File: config.mk
export PLATFORM = sky130hd
export DESIGN_NAME = baud_rate_generator_prog
export DESIGN_NICKNAME = d
export VERILOG_FILES = /design/src/rtl/baud_rate_generator_prog.sv
export SDC_FILE = /design/constraint.sdc
export NUM_CORES = 1
export LEC_CHECK = 0
export BUFFER_PORTS_ARGS = -buffer_cell sky130_fd_sc_hd__clkbuf_2
export CORE_ASPECT_RATIO = 1.25
export CORE_MARGIN = 3
export CORE_UTILIZATION = 50
export CTS_BUF_LIST = sky130_fd_sc_hd__clkbuf_4 sky130_fd_sc_hd__clkbuf_8
export DETAILED_ROUTE_END_ITERATION = 12
export PLACE_DENSITY_LB_ADDON = 0.3
export REMOVE_ABC_BUFFERS = 1
export SYNTH_ARGS = -nofsm -noshare
export SYNTH_HDL_FRONTEND = slang
export SYNTH_SLANG_ARGS = --single-unit
File: constraint.sdc
create_clock -name clock -period 1.9 [get_ports clock]
set_input_delay 0 -clock clock [delete_from_list [all_inputs] [get_ports clock]]
set_output_delay 0 -clock clock [all_outputs]
set_load 0.005 [all_outputs]
File: src/rtl/baud_rate_generator_prog.sv
`default_nettype none
// ============================================================================
//  Module      : baud_rate_generator_prog
//  Description : Programmable baud-rate generator. A divisor counter produces
//                an oversample strobe (tick) every div_active+1 enabled
//                clocks; an oversample counter divides tick by OVERSAMPLE to
//                produce bit_tick. A new divisor is staged in a pending
//                register and takes effect at the next counter wrap or on a
//                restart, so a period in flight is never truncated.
//  Revision    : 1.0 - initial release
// ----------------------------------------------------------------------------
//  Ports
//    clock       in   system clock, rising edge active
//    reset_n     in   asynchronous reset, active low
//    enable      in   1 = counters advance; 0 = hold, strobes forced low
//    restart     in   single-cycle pulse, realigns phase to zero
//    div_load    in   single-cycle strobe, captures div_value
//    div_value   in   requested divisor (CNT_WIDTH bits)
//    tick        out  registered oversample strobe
//    bit_tick    out  registered strobe, once per OVERSAMPLE ticks
//    div_pending out  1 while a loaded divisor awaits application
//    div_active  out  divisor currently in use (CNT_WIDTH bits)
// ============================================================================
module baud_rate_generator_prog #(
   parameter int CNT_WIDTH   = 16,
   parameter int DEFAULT_DIV = 163,
   parameter int OVERSAMPLE  = 16
) (
   input  logic                 clock,
   input  logic                 reset_n,
   input  logic                 enable,
   input  logic                 restart,
   input  logic                 div_load,
   input  logic [CNT_WIDTH-1:0] div_value,
   output logic                 tick,
   output logic                 bit_tick,
   output logic                 div_pending,
   output logic [CNT_WIDTH-1:0] div_active
);

   // Oversample counter needs at least one bit even when OVERSAMPLE is 1.
   localparam int OS_W = (OVERSAMPLE > 1) ? $clog2(OVERSAMPLE) : 1;

   localparam logic [CNT_WIDTH-1:0] c_default_div = CNT_WIDTH'(DEFAULT_DIV);
   localparam logic [OS_W-1:0]      c_os_last     = OS_W'(OVERSAMPLE - 1);

   generate
      if ((OVERSAMPLE < 1) ||
          ((CNT_WIDTH < 32) && (DEFAULT_DIV >= (1 << CNT_WIDTH)))) begin : g_bad_params
         $fatal(1, "baud_rate_generator_prog: DEFAULT_DIV out of range or OVERSAMPLE < 1");
      end
   endgenerate

   logic [CNT_WIDTH-1:0] r_div_cnt;
   logic [OS_W-1:0]      r_os_cnt;
   logic                 r_tick;
   logic                 r_bit_tick;
   logic [CNT_WIDTH-1:0] r_div_active;
   logic [CNT_WIDTH-1:0] r_pend_val;
   logic                 r_pending;

   logic                 w_wrap;
   logic                 w_os_wrap;
   logic [CNT_WIDTH-1:0] w_next_div;

   // Equality compare is sufficient: div_active only changes at a wrap or a
   // restart, both of which zero the counter, so it can never overshoot.
   assign w_wrap    = (r_div_cnt == r_div_active);
   assign w_os_wrap = (r_os_cnt == c_os_last);

   // Divisor to use for the next period when a wrap or restart happens now.
   // A same-edge load bypasses the pending register entirely.
   assign w_next_div = div_load  ? div_value  :
                       r_pending ? r_pend_val : r_div_active;

   always_ff @(posedge clock or negedge reset_n) begin
      if (!reset_n) begin
         r_div_cnt    <= '0;
         r_os_cnt     <= '0;
         r_tick       <= 1'b0;
         r_bit_tick   <= 1'b0;
         r_div_active <= c_default_div;
         r_pend_val   <= c_default_div;
         r_pending    <= 1'b0;
      end else if (restart) begin
         // Restart dominates both enable and a coincident wrap.
         r_div_cnt    <= '0;
         r_os_cnt     <= '0;
         r_tick       <= 1'b0;
         r_bit_tick   <= 1'b0;
         r_div_active <= w_next_div;
         r_pending    <= 1'b0;
         if (div_load) begin
            r_pend_val <= div_value;
         end
      end else begin
         r_tick     <= 1'b0;
         r_bit_tick <= 1'b0;
         if (div_load) begin
            r_pend_val <= div_value;
         end
         if (enable && w_wrap) begin
            r_div_cnt    <= '0;
            r_tick       <= 1'b1;
            r_bit_tick   <= w_os_wrap;
            r_os_cnt     <= w_os_wrap ? '0 : (r_os_cnt + OS_W'(1));
            r_div_active <= w_next_div;
            r_pending    <= 1'b0;
         end else begin
            if (enable) begin
               r_div_cnt <= r_div_cnt + CNT_WIDTH'(1);
            end
            if (div_load) begin
               r_pending <= 1'b1;
            end
         end
      end
   end

   assign tick        = r_tick;
   assign bit_tick    = r_bit_tick;
   assign div_pending = r_pending;
   assign div_active  = r_div_active;

endmodule
`default_nettype wire

# [Yosys cells after proc, flatten, opt, wreduce, memory -nomap -nowiden]
# Cells that the tools add are included.
[word_totals] ff_bits=55 input_bits=21 output_inout_bits=19 word_cells=32
[classes] n_addsub=2 n_eq_ne=2 muxes=17 n_reduce_logical=4
[op_table] operator="two-way mux 16 bit" count=7
[op_table] operator="adder 16 x 1 -> 16 bit (second input constant)" count=1
[op_table] operator="equality test 16 bit" count=1
[op_table] operator="two-way mux 4 bit" count=3
[op_table] operator="two-way mux 1 bit" count=7
[op_table] operator="nonzero test 3 bit" count=2
[op_table] operator="adder 4 x 1 -> 4 bit (second input constant)" count=1
[op_table] operator="equality test 4 bit (second input constant)" count=1
[op_table] operator="nonzero test 2 bit" count=1
[op_table] operator="logical AND 1 bit" count=1

# [Logic depth before layout (Yosys ltp)]
# Gate-level depths: netlist of run 1.
[depth] ltp_word=4 depth_mapped=7 mapped_depth_nobuf=6

# [Worst setup path before layout of run 1]
# Ideal clock, no wire load.
[synth_path] kind="reg-to-reg" start="register r_div_active[0], in the netlist div_active[0]" end="register r_os_cnt[3]" arrival_ns=1.498 slack_ns=0.271 path_stages_with_launch=6 path_cell_list="dfstp_2 > xor2_1 > nor4_4 > nand3_1 > a2111oi_0 > o21ai_1"
[synth_via] elab_chain_len=3
[synth_lines] element="from (decl)" line="58" source="logic [CNT_WIDTH-1:0] r_div_active;"
[synth_lines] element="from (signal assigned)" line="82" source="r_div_active <= c_default_div;"
[synth_lines] element="from (signal assigned)" line="91" source="r_div_active <= w_next_div;"
[synth_lines] element="from (signal assigned)" line="107" source="r_div_active <= w_next_div;"
[synth_lines] element="equality test 16 bit" line="68" source="assign w_wrap = (r_div_cnt == r_div_active);"
[synth_lines] element="logical AND 1 bit" line="102" source="if (enable && w_wrap) begin"
[synth_lines] element="nonzero test 2 bit (no line)"
[synth_lines] element="to (signal assigned)" line="106" source="r_os_cnt <= w_os_wrap ? '0 : (r_os_cnt + OS_W'(1));"
[synth_lines] element="to (decl)" line="55" source="logic [OS_W-1:0] r_os_cnt;"
# No other way between the ends.
# A chain may end at the register's enable or synchronous reset.

# [Final worst setup path of run 1]
[layout_path] start="register r_div_cnt[9]" end="register r_os_cnt[0]"
[layout_via] elab_chain_len=3
[layout_lines] element="from (decl)" line="54" source="logic [CNT_WIDTH-1:0] r_div_cnt;"
[layout_lines] element="from (signal assigned)" line="111" source="r_div_cnt <= r_div_cnt + CNT_WIDTH'(1);"
[layout_lines] element="equality test 16 bit" line="68"
[layout_lines] element="logical AND 1 bit" line="102"
[layout_lines] element="nonzero test 2 bit (no line)"
# No other way between the ends.

==> results.ini, run 1 <==
[cts]
postCtsSetupBuffers=0
clk_latency_ns=0.30
cts_root_buf=clkbuf_8
cts_buffers=5
clock_path_buffers=2
clk_pin_slew_ns=0.10
cts_sinks=55
h-tree-depth=2
cts_tree=done

[detailed_routing]
drc=0
drtAntennaViolNets=0
totalWireLength_microns=7283
drtIter0Drc=209
vias=2505
routed_via_density=6.110
first_pass_iters=7
wire_per_inst_microns=17.76

[power]
power.net_switching_w=0.0006829
switching_share_pct=27.09
seq_power_share_pct=53.6
p_int_w=0.001838
p_leak_nw=1.511
powerDensity_nw_per_um2=701.5
vdd_drop_max_v=0.0003456
pwr-share-comb_pct=17.9
p_clk_share_pct=28.6

[placement]
dpl_cell_area_sq_um=3292
hpwlAfterDp_microns=4942
gp_congestion=0.8183
port_buffers=39
placed_cells=384

[outcome]
status=complete, no violations

[timing]
period_needed_ns=1.807
hold_violations=0
drv_slew=0
fmax_ghz=0.5533
relSlewSlack_pct=50.21
tightest_slew_ns=0.7435
timing.final.crit_share_pct=95.13
grt_setup_unrepaired=no
skew_ns=0.007111
tns_ns=0
setup_violations=0

[synthesis]
synth_warnings=0
syn-cell-area_sq_um=3004
yosysMostFrequentCell=dfrtp_1
synthCells=288
synth_edf_count=0
ys_seq_elements=55
avgSynthCellArea_sq_um=10.43
yosys.cell_types.count=36
async_flop_share_pct=100.0
synthFlopType=dfrtp_1
seq_area_frac_synth_pct=46.15
synth.top_cells.by_count=47 x dfrtp_1, 25 x nand2_1, 24 x nand3_1
yosys.area.top_type_share_pct=39.15
synthTopCellsByArea=dfrtp_1 39%, dfstp_2 7.0%, mux2_2 6.0%, a222oi_1 5.3%, o2111ai_1 5.0%
synth_top_area_cell=dfrtp_1

[floorplan]
die_w_microns=75.33
row_count=30
core_sq_um=5630
die_area_sq_um=6980
die-height_microns=92.66
ios=40
initial_core_util_pct=53.36

[global_route]
grt.total_usage_pct=22.06
antenna_found_initial=0
overflow=0
grt_max_degree=24
first_global_vias=2483
grt_pass1_wl_microns=12270

[cells_and_area]
final_core_utilization_pct=63.82
stdcell_area_sq_um=3593
syn_to_final_growth_pct=19.62
nFillCells=431
num-nets-final=368
antenna_cells=0
drive_above_1_share_pct=28.03
layout.cells.non_filler=410

[job]
maxCapViolations=0

[critical_path]
cpPeakStageDelay_ns=0.45
critPathSlowestCell=dfrtp_1
rrSetupSlack_ns=0.09
crit_arrival_ns=2.04
end_kind=register
r2r-end=r_os_cnt[0]$_DFFE_PN0P_
critPathBufInv=1
crit_family=simple AND/OR/NAND/NOR gates
critPathKind=reg2reg
startpoint=r_div_cnt[9]$_DFFE_PN0P_
worstRegToRegCells=6
path_max_fanout=14
crit_chain=xor2_1 -> nor4_4 -> and3_4 -> buf_12 -> nand3_1 -> a21oi_1
startpoint_type=register
critPathRequiredTime_ns=2.13
crit_cells=6
r2r-start=r_div_cnt[9]$_DFFE_PN0P_
crit_end=r_os_cnt[0]$_DFFE_PN0P_

[min_path]
worstHoldStart=enable
min_path_type=in2reg

layer usage:
metal | global-route usage (%) | part of all wire, %
met2 | 34.73 | 49
met3 | 3.692 | 4.4
met4 | 7.289 | 1.7
met1 | 30.42 | 45
met5 | 0 | 0
flip-flops by register name, indices dropped and copies added (netlist names):
register	count
div_pending	1
bit_tick	1
r_os_cnt	4
div_active	16
tick	1
r_pend_val	16
r_div_cnt	16
tightest hold or removal path, stage by stage:
cell and delay [ns]:
clkbuf_2 0.16, xnor2_1 0.15, nor2_1 0.04
repair_timing:
| action | 4_1_cts | 5_1_grt |
|---|---|---|
| endpoints found under the setup margin | 0 | 20 |
| hold buffers | 18 | 0 |
| gates resized for setup | 0 | 4 |
| endpoints found under the hold margin | 32 | 0 |
power groups by stage:
| stage | clock [W] | combinational [W] | sequential, W |
|---|---|---|---|
| after global placement | 0 | 0.000408 | 0.00137 |
| after detailed placement | 0 | 0.000421 | 0.00137 |
| after CTS | 0.000734 | 0.000451 | 0.00135 |
| after global routing | 0.000792 | 0.000503 | 0.00136 |
| after floorplan | 0 | 0.000241 | 0.00136 |
| final | 0.000720 | 0.000450 | 0.00135 |
placed cells by master (no fill, tap or decap), types with 2 or more instances in the layout:
master | synthesis | routed
nor4_4 | 2 | 2
nor2_1 | 20 | 20
ha_1 | 2 | 2
a222oi_1 | 16 | 16
o2111ai_1 | 17 | 17
clkbuf_2 | 0 | 39
dlygate4sd3_1 | 0 | 18
and4_1 | 2 | 2
and3_1 | 3 | 3
xnor2_1 | 14 | 14
clkbuf_8 | 0 | 7
mux2_2 | 16 | 16
nand3_1 | 24 | 23
nand2_1 | 25 | 25
and2_1 | 3 | 3
a21oi_1 | 4 | 4
nor3_1 | 6 | 5
o21ai_1 | 3 | 3
dfstp_2 | 8 | 8
nor2b_1 | 17 | 16
nand2b_1 | 3 | 3
xor2_1 | 17 | 17
buf_4 | 1 | 15
nand4_1 | 4 | 4
inv_1 | 2 | 2
dfrtp_1 | 47 | 47
final cells by class:
cell class / count / area (sq um) / area share, %
Timing Repair Buffer: 73 / 508.0 / 14.14
Sequential cell: 55 / 1386 / 38.58
Tap cell: 64 / 80.08 / 2.228
Multi-Input combinational cell: 208 / 1508 / 41.96
Inverter: 2 / 7.507 / 0.2089
Clock buffer: 8 / 103.9 / 2.890
stage by stage:
| stage | total power (W) | setup slack, ns | hold WS, ns |
|---|---|---|---|
| after floorplan | 0.001598 | -0.1480 | -0.2956 |
| after global placement | 0.001775 | 0.1878 | -0.01817 |
| after detailed placement | 0.001792 | 0.1196 | -0.01075 |
| after CTS | 0.002534 | 0.05919 | 0.07153 |
| after global routing | 0.002658 | 0.007877 | 0.08536 |
| final | 0.002521 | 0.09254 | 0.08834 |
logic make-up (layout without fill, tap and decap cells):
kind of cell | count (synthesis) | in the layout | synth area share (%)
adder cells (fa/ha/maj) | 2 | 2 | 0.8329
flip-flops | 55 | 55 | 46.15
buffers and inverters | 25 | 83 | 4.248
AO/OA/AOI/OAI | 46 | 46 | 13.29
multiplexers | 16 | 16 | 5.997
AND/OR/NAND/NOR | 113 | 113 | 20.45
XOR/XNOR | 31 | 31 | 9.038
worst min path at each step:
stage	end	depth (start not counted)
floorplan	bit_tick$_DFF_PN0_	0
CTS	r_div_cnt[0]$_DFFE_PN0P_	3
finish	r_div_cnt[0]$_DFFE_PN0P_	3
global route	r_div_cnt[0]$_DFFE_PN0P_	3
detailed placement	r_pend_val[2]$_DFFE_PN0P_	1
global placement	r_pend_val[2]$_DFFE_PN0P_	1
(Power assumes the default switching activity.)
==> inputs of run 2 (changes only) <==
==> constraint.sdc (replaced) <==
create_clock -name clock -period 2.1 [get_ports clock]
set_input_delay 0 -clock clock [delete_from_list [all_inputs] [get_ports clock]]
set_output_delay 0 -clock clock [all_outputs]
set_load 0.005 [all_outputs]
==> run 2 against run 1 <==
Net effect:
- global-route usage down 0.66 points
- clock power is 15% lower
- first-iteration DRC count increased by 24%
- die area unchanged
- sequential share of layout area increased by 0.95 points
- combinational power fell by 8.9%
- maximum frequency is 3.1% lower
- register-to-register slack improved by 0.14 ns
- largest cell class unchanged
==> results.ini, run 2 (synthesis gave the netlist of run 1 again) <==
[critical_path]
crit_family=simple AND/OR/NAND/NOR gates  ; unchanged
crit_arrival_ns=2.06  ; was 2.04 ns
end_kind=register  ; unchanged
path_max_fanout=21  ; was 14
critPathKind=reg2reg  ; unchanged
worstRegToRegCells=5  ; was 6
critPathRequiredTime_ns=2.30  ; was 2.13 ns
r2r-start=div_active[11]$_DFFE_PN0P_  ; was r_div_cnt[9]$_DFFE_PN0P_
r2r-end=r_div_cnt[4]$_DFFE_PN0P_  ; was r_os_cnt[0]$_DFFE_PN0P_
critPathBufInv=0  ; was 1
critPathSlowestCell=dfrtp_1  ; unchanged
startpoint_type=register  ; unchanged
rrSetupSlack_ns=0.23  ; was 0.09 ns
cpPeakStageDelay_ns=0.45  ; about the same
crit_chain=xor2_1 -> nor3_1 -> and3_4 -> a21o_4 -> nor2_1  ; was xor2_1 -> nor4_4 -> and3_4 -> buf_12 -> nand3_1 -> a21oi_1

[timing]
tns_ns=0  ; unchanged
tightest_slew_ns=0.8058  ; was 0.7435 ns
grt_setup_unrepaired=no  ; unchanged
timing.final.crit_share_pct=88.84  ; was 95.13%
relSlewSlack_pct=46.04  ; was 50.21%
setup_ws_ns=0.2343  ; was 0.09254 ns
drv_slew=0  ; unchanged
fmax_ghz=0.5360  ; was 0.5533 GHz
setup_violations=0  ; unchanged
hold_violations=0  ; unchanged
skew_ns=0.007264  ; was 0.007111 ns
holdWs_ns=0.1059  ; was 0.08834 ns
period_needed_ns=1.866  ; was 1.807 ns

[job]
maxCapViolations=0  ; unchanged

[cts]
cts_tree=done  ; unchanged
h-tree-depth=2  ; unchanged
cts_root_buf=clkbuf_8  ; unchanged
cts_sinks=55  ; unchanged
cts_buffers=5  ; unchanged
clock_path_buffers=2  ; unchanged
clk_latency_ns=0.31  ; was 0.30 ns
clk_pin_slew_ns=0.09  ; was 0.10 ns

[global_route]
grt_pass1_wl_microns=11630  ; was 12270 microns
first_global_vias=2485  ; was 2483
antenna_found_initial=0  ; unchanged
grt.total_usage_pct=21.40  ; was 22.06%
grt_max_degree=29  ; was 24
overflow=0  ; unchanged

[cells_and_area]
final_cell_mix=47 x dfrtp_1, 39 x clkbuf_2, 25 x nand2_1  ; unchanged
stdcell_area_sq_um=3507  ; was 3593 sq um
final_common_cell=dfrtp_1  ; unchanged
antenna_cells=0  ; unchanged
syn_to_final_growth_pct=16.74  ; was 19.62%
nFillCells=455  ; was 431
drive_above_1_share_pct=25.74  ; was 28.03%
num-nets-final=360  ; was 368

[placement]
dpl_cell_area_sq_um=3239  ; was 3292 sq um
hpwlAfterDp_microns=4852  ; was 4942 microns
port_buffers=39  ; unchanged
gp_congestion=0.7917  ; was 0.8183
dpl_worst_slack_ns=0.2328  ; was 0.1196 ns

[floorplan]
core_sq_um=5630  ; unchanged
row_count=30  ; unchanged
die-height_microns=92.66  ; unchanged
die_w_microns=75.33  ; unchanged
initial_core_util_pct=53.36  ; unchanged
ios=40  ; unchanged
die_area_sq_um=6980  ; unchanged

[power]
p_leak_nw=1.470  ; was 1.511 nW
power_w=0.002242  ; was 0.002521 W
vdd_drop_max_v=0.0002998  ; was 0.0003456 V
powerDensity_nw_per_um2=639.4  ; was 701.5 nW/um^2

[detailed_routing]
drtIter0Drc=260  ; was 209
first_pass_iters=5  ; was 7
routed_via_density=6.197  ; was 6.110
drc=0  ; unchanged
drtAntennaViolNets=0  ; unchanged
totalWireLength_microns=7189  ; was 7283 microns
vias=2491  ; was 2505
wire_per_inst_microns=17.88  ; was 17.76 microns

[outcome]
status=complete, no violations  ; unchanged

[min_path]
min_path_cells=3  ; unchanged
min_path_type=in2reg  ; unchanged
min_to=r_div_cnt[1]$_DFFE_PN0P_  ; was r_div_cnt[0]$_DFFE_PN0P_
worstHoldStart=enable  ; unchanged

[run 2: cell types whose count changed in the layout (fill, tap and decap cells not counted), sizes merged]
| cell | before | now |
|---|---|---|
| buf | 16 | 9 |
| clkbuf | 47 | 46 |
| clkinv | 0 | 1 |
| dlygate4sd3 | 18 | 17 |
[run 2: worst max-delay path by stage]
stage | startpoint | end | depth (start not counted)
floorplan | div_active[0]$_DFFE_PN1P_ | r_os_cnt[3]$_DFFE_PN0P_ | 5
global placement | r_div_cnt[11]$_DFFE_PN0P_ | r_div_cnt[15]$_DFFE_PN0P_ | 5
detailed placement | r_div_cnt[11]$_DFFE_PN0P_ | r_div_cnt[14]$_DFFE_PN0P_ | 5
CTS | r_div_cnt[11]$_DFFE_PN0P_ | r_div_cnt[14]$_DFFE_PN0P_ | 5
global route | r_div_cnt[6]$_DFFE_PN0P_ | r_os_cnt[2]$_DFFE_PN0P_ | 6
finish | div_active[11]$_DFFE_PN0P_ | r_div_cnt[4]$_DFFE_PN0P_ | 5
[run 2: cell type report]
type | instances | area [sq um] | share of cell area (%)
clock buffers | 7 | 90.09 | 2.569
clock inverters | 1 | 5.005 | 0.1427
inverters | 2 | 7.507 | 0.2141
multi-input cells | 208 | 1493 | 42.56
flip-flops and latches | 55 | 1386 | 39.53
well taps | 64 | 80.08 | 2.283
repair buffers | 65 | 445.4 | 12.70
[run 2: power breakdown]
part,internal [W],switching [W]
combinational,0.000199,0.000211
clock,0.000280,0.000331
sequential,0.00115,0.0000728
[run 2: routing by layer]
layer | share of wire, % | track usage [%] | wire, microns
met1 | 44 | 27.83 | 3165
met4 | 1.3 | 6.706 | 93
met5 | 0 | 0 | 0
met2 | 50 | 35.59 | 3594
met3 | 4.7 | 3.583 | 335
[run 2: worst reg2reg max path, cell delays in order, from the launching register on]
cell and delay (ns):
dfrtp_1 0.45, xor2_1 0.17, nor3_1 0.37, and3_4 0.42
a21o_4 0.27, nor2_1 0.07
[run 2: through the flow]
step | utilization (%) | cells
floorplan | - | 265
global placement | 57.53 | 377
detailed placement | 57.53 | 377
CTS | 62.24 | 402
global route | 62.29 | 402
finish | 62.29 | 402
[run 2: what timing repair did]
action                                  in CTS  in global routing
endpoints found under the setup margin       0                  1
hold buffers                                17                  0
setup buffers                                0                  0
hold endpoints to repair                    39                  0
resized for setup                            0                  1
==> inputs of run 3 (changes only) <==
==> constraint.sdc (replaced) <==
create_clock -name clock -period 2 [get_ports clock]
set_input_delay 0 -clock clock [delete_from_list [all_inputs] [get_ports clock]]
set_output_delay 0 -clock clock [all_outputs]
set_load 0.005 [all_outputs]
==> run 3 against run 2 <==
Net effect:
- worst hold slack lost 0.059 ns
- clock skew grew 0.0030 ns
- maximum frequency shrank 0.66%
- die area is the same
- sequential share of layout area shrank 0.31 points
- worst setup slack lost 0.11 ns
- critical path depth grew 1
- combinational power grew 5.6%
- sequential power grew 5%
- via count grew 0.60%
- total power grew 4.7%
- critical endpoint is now r_os_cnt[2]$_DFFE_PN0P_
- largest cell class unchanged
==> results.ini, run 3 (synthesis gave the netlist of run 1 again) <==
[outcome]
status=complete, no violations  ; unchanged

[detailed_routing]
first_pass_iters=8  ; was 5
routed_via_density=6.188  ; was 6.197
vias=2506  ; was 2491
wire_per_inst_microns=17.87  ; was 17.88 microns
drtAntennaViolNets=0  ; unchanged
drc=0  ; unchanged
totalWireLength_microns=7238  ; was 7189 microns
drtIter0Drc=331  ; was 260

[floorplan]
die_area_sq_um=6980  ; unchanged
die-height_microns=92.66  ; unchanged
core_sq_um=5630  ; unchanged
die_w_microns=75.33  ; unchanged
initial_core_util_pct=53.36  ; unchanged
ios=40  ; unchanged
row_count=30  ; unchanged

[cts]
clock_path_buffers=2  ; unchanged
clk_pin_slew_ns=0.10  ; was 0.09 ns
cts_sinks=55  ; unchanged
cts_root_buf=clkbuf_8  ; unchanged
clk_latency_ns=0.32  ; was 0.31 ns
cts_buffers=5  ; unchanged
h-tree-depth=2  ; unchanged
cts_tree=done  ; unchanged

[timing]
setup_ws_ns=0.1219  ; was 0.2343 ns
drv_slew=0  ; unchanged
tightest_slew_ns=0.7480  ; was 0.8058 ns
skew_ns=0.01026  ; was 0.007264 ns
timing.final.crit_share_pct=93.90  ; was 88.84%
setup_violations=0  ; unchanged
relSlewSlack_pct=50.13  ; was 46.04%
hold_violations=0  ; unchanged
holdWs_ns=0.04667  ; was 0.1059 ns
grt_setup_unrepaired=no  ; unchanged
fmax_ghz=0.5325  ; was 0.5360 GHz
period_needed_ns=1.878  ; was 1.866 ns

[cells_and_area]
drive_above_1_share_pct=26.10  ; was 25.74%
stdcell_area_sq_um=3535  ; was 3507 sq um
nFillCells=465  ; was 455
multi_input_area_sq_um=1491  ; was 1493 sq um
syn_to_final_growth_pct=17.66  ; was 16.74%
register_area_sq_um=1386  ; unchanged
final_common_cell=dfrtp_1  ; unchanged
layout.cells.non_filler=405  ; was 402
num-nets-final=363  ; was 360
final_cell_mix=47 x dfrtp_1, 39 x clkbuf_2, 25 x nand2_1  ; unchanged
antenna_cells=0  ; unchanged

[min_path]
min_path_type=in2reg  ; unchanged

[critical_path]
crit_arrival_ns=2.08  ; was 2.06 ns
critPathKind=reg2reg  ; unchanged
path_max_fanout=10  ; was 21
startpoint_type=register  ; unchanged
critPathRequiredTime_ns=2.21  ; was 2.30 ns
end_kind=register  ; unchanged

[placement]
hpwlAfterDp_microns=4877  ; was 4852 microns
port_buffers=39  ; unchanged
gp_congestion=0.8345  ; was 0.7917
placed_cells=380  ; was 377
dpl_cell_area_sq_um=3274  ; was 3239 sq um
dpl_worst_slack_ns=0.1621  ; was 0.2328 ns

[global_route]
overflow=0  ; unchanged
grt_pass1_wl_microns=11960  ; was 11630 microns
antenna_found_initial=0  ; unchanged
first_global_vias=2440  ; was 2485
grt_max_degree=30  ; was 29
grt.total_usage_pct=21.79  ; was 21.40%

[power]
power_w=0.002349  ; was 0.002242 W
vdd_drop_max_v=0.0003377  ; was 0.0002998 V
powerDensity_nw_per_um2=664.5  ; was 639.4 nW/um^2
p_leak_nw=1.474  ; was 1.470 nW

[job]
maxCapViolations=0  ; unchanged

[run 3: changes by cell type in the layout (fill, tap and decap cells not counted), sizes merged]
cell | before | now
buf | 9 | 12
clkbuf | 46 | 44
clkinvlp | 0 | 2
[run 3: area by class of cell]
cell class | instances | area share [%]
Clock buffer | 5 | 1.947
Clock inverter | 3 | 0.5664
Inverter | 2 | 0.2124
Multi-Input combinational cell | 208 | 42.19
Sequential cell | 55 | 39.22
Tap cell | 64 | 2.265
Timing Repair Buffer | 68 | 13.59
[run 3: worst max-delay path, cell delays in order, from the launching register on]
cell and delay [ns]:
dfrtp_1 0.47, xor2_1 0.19, nor3_1 0.38, nand3_1 0.21
buf_4 0.23, o31ai_1 0.20, a21oi_1 0.09
[run 3: through the flow]
step | setup TNS [ns] | util (%)
final | 0 | 62.78
after floorplan | -0.04802 | -
after detailed placement | 0 | 58.16
after global placement | 0 | 58.16
after CTS | 0 | 62.76
after global routing | 0 | 62.78
[run 3: worst paths after layout]
| kind | from | endpoint | slack [ns] | cells after the start |
|---|---|---|---|---|
| worst max register to register | r_div_cnt[11]$_DFFE_PN0P_ | r_os_cnt[2]$_DFFE_PN0P_ | 0.12 | 6 |
| worst max-delay path | r_div_cnt[11]$_DFFE_PN0P_ | r_os_cnt[2]$_DFFE_PN0P_ | 0.12 | 6 |
| min in group asynchronous | reset_n | r_pend_val[8]$_DFFE_PN0P_ | 0.27 | 2 |
| worst min-delay path | restart | r_os_cnt[1]$_DFFE_PN0P_ | 0.05 | 2 |
| worst min register to register | r_pend_val[4]$_DFFE_PN0P_ | r_pend_val[4]$_DFFE_PN0P_ | 0.53 | 1 |
| max in group asynchronous | reset_n | div_active[1]$_DFFE_PN1P_ | 1.05 | 3 |
[run 3: power breakdown]
part | internal (W) | switching [W]
Combinational | 0.000210 | 0.000222
Sequential | 0.00121 | 0.0000767
Clock | 0.000245 | 0.000388
Total | 0.00166 | 0.000687
[run 3: timing repair]
| item | CTS | global route |
|---|---|---|
| buffers inserted | 0 | 0 |
| hold buffers | 17 | 0 |
| endpoints found under the hold margin | 38 | 0 |
| resized for setup | 0 | 1 |
| endpoints found under the setup margin | 0 | 1 |
[run 3: metal layers]
layer	track usage, %	wire length, microns
met4	6.268	65
met5	0	0
met1	30.60	3145
met2	34.01	3556
met3	3.909	470
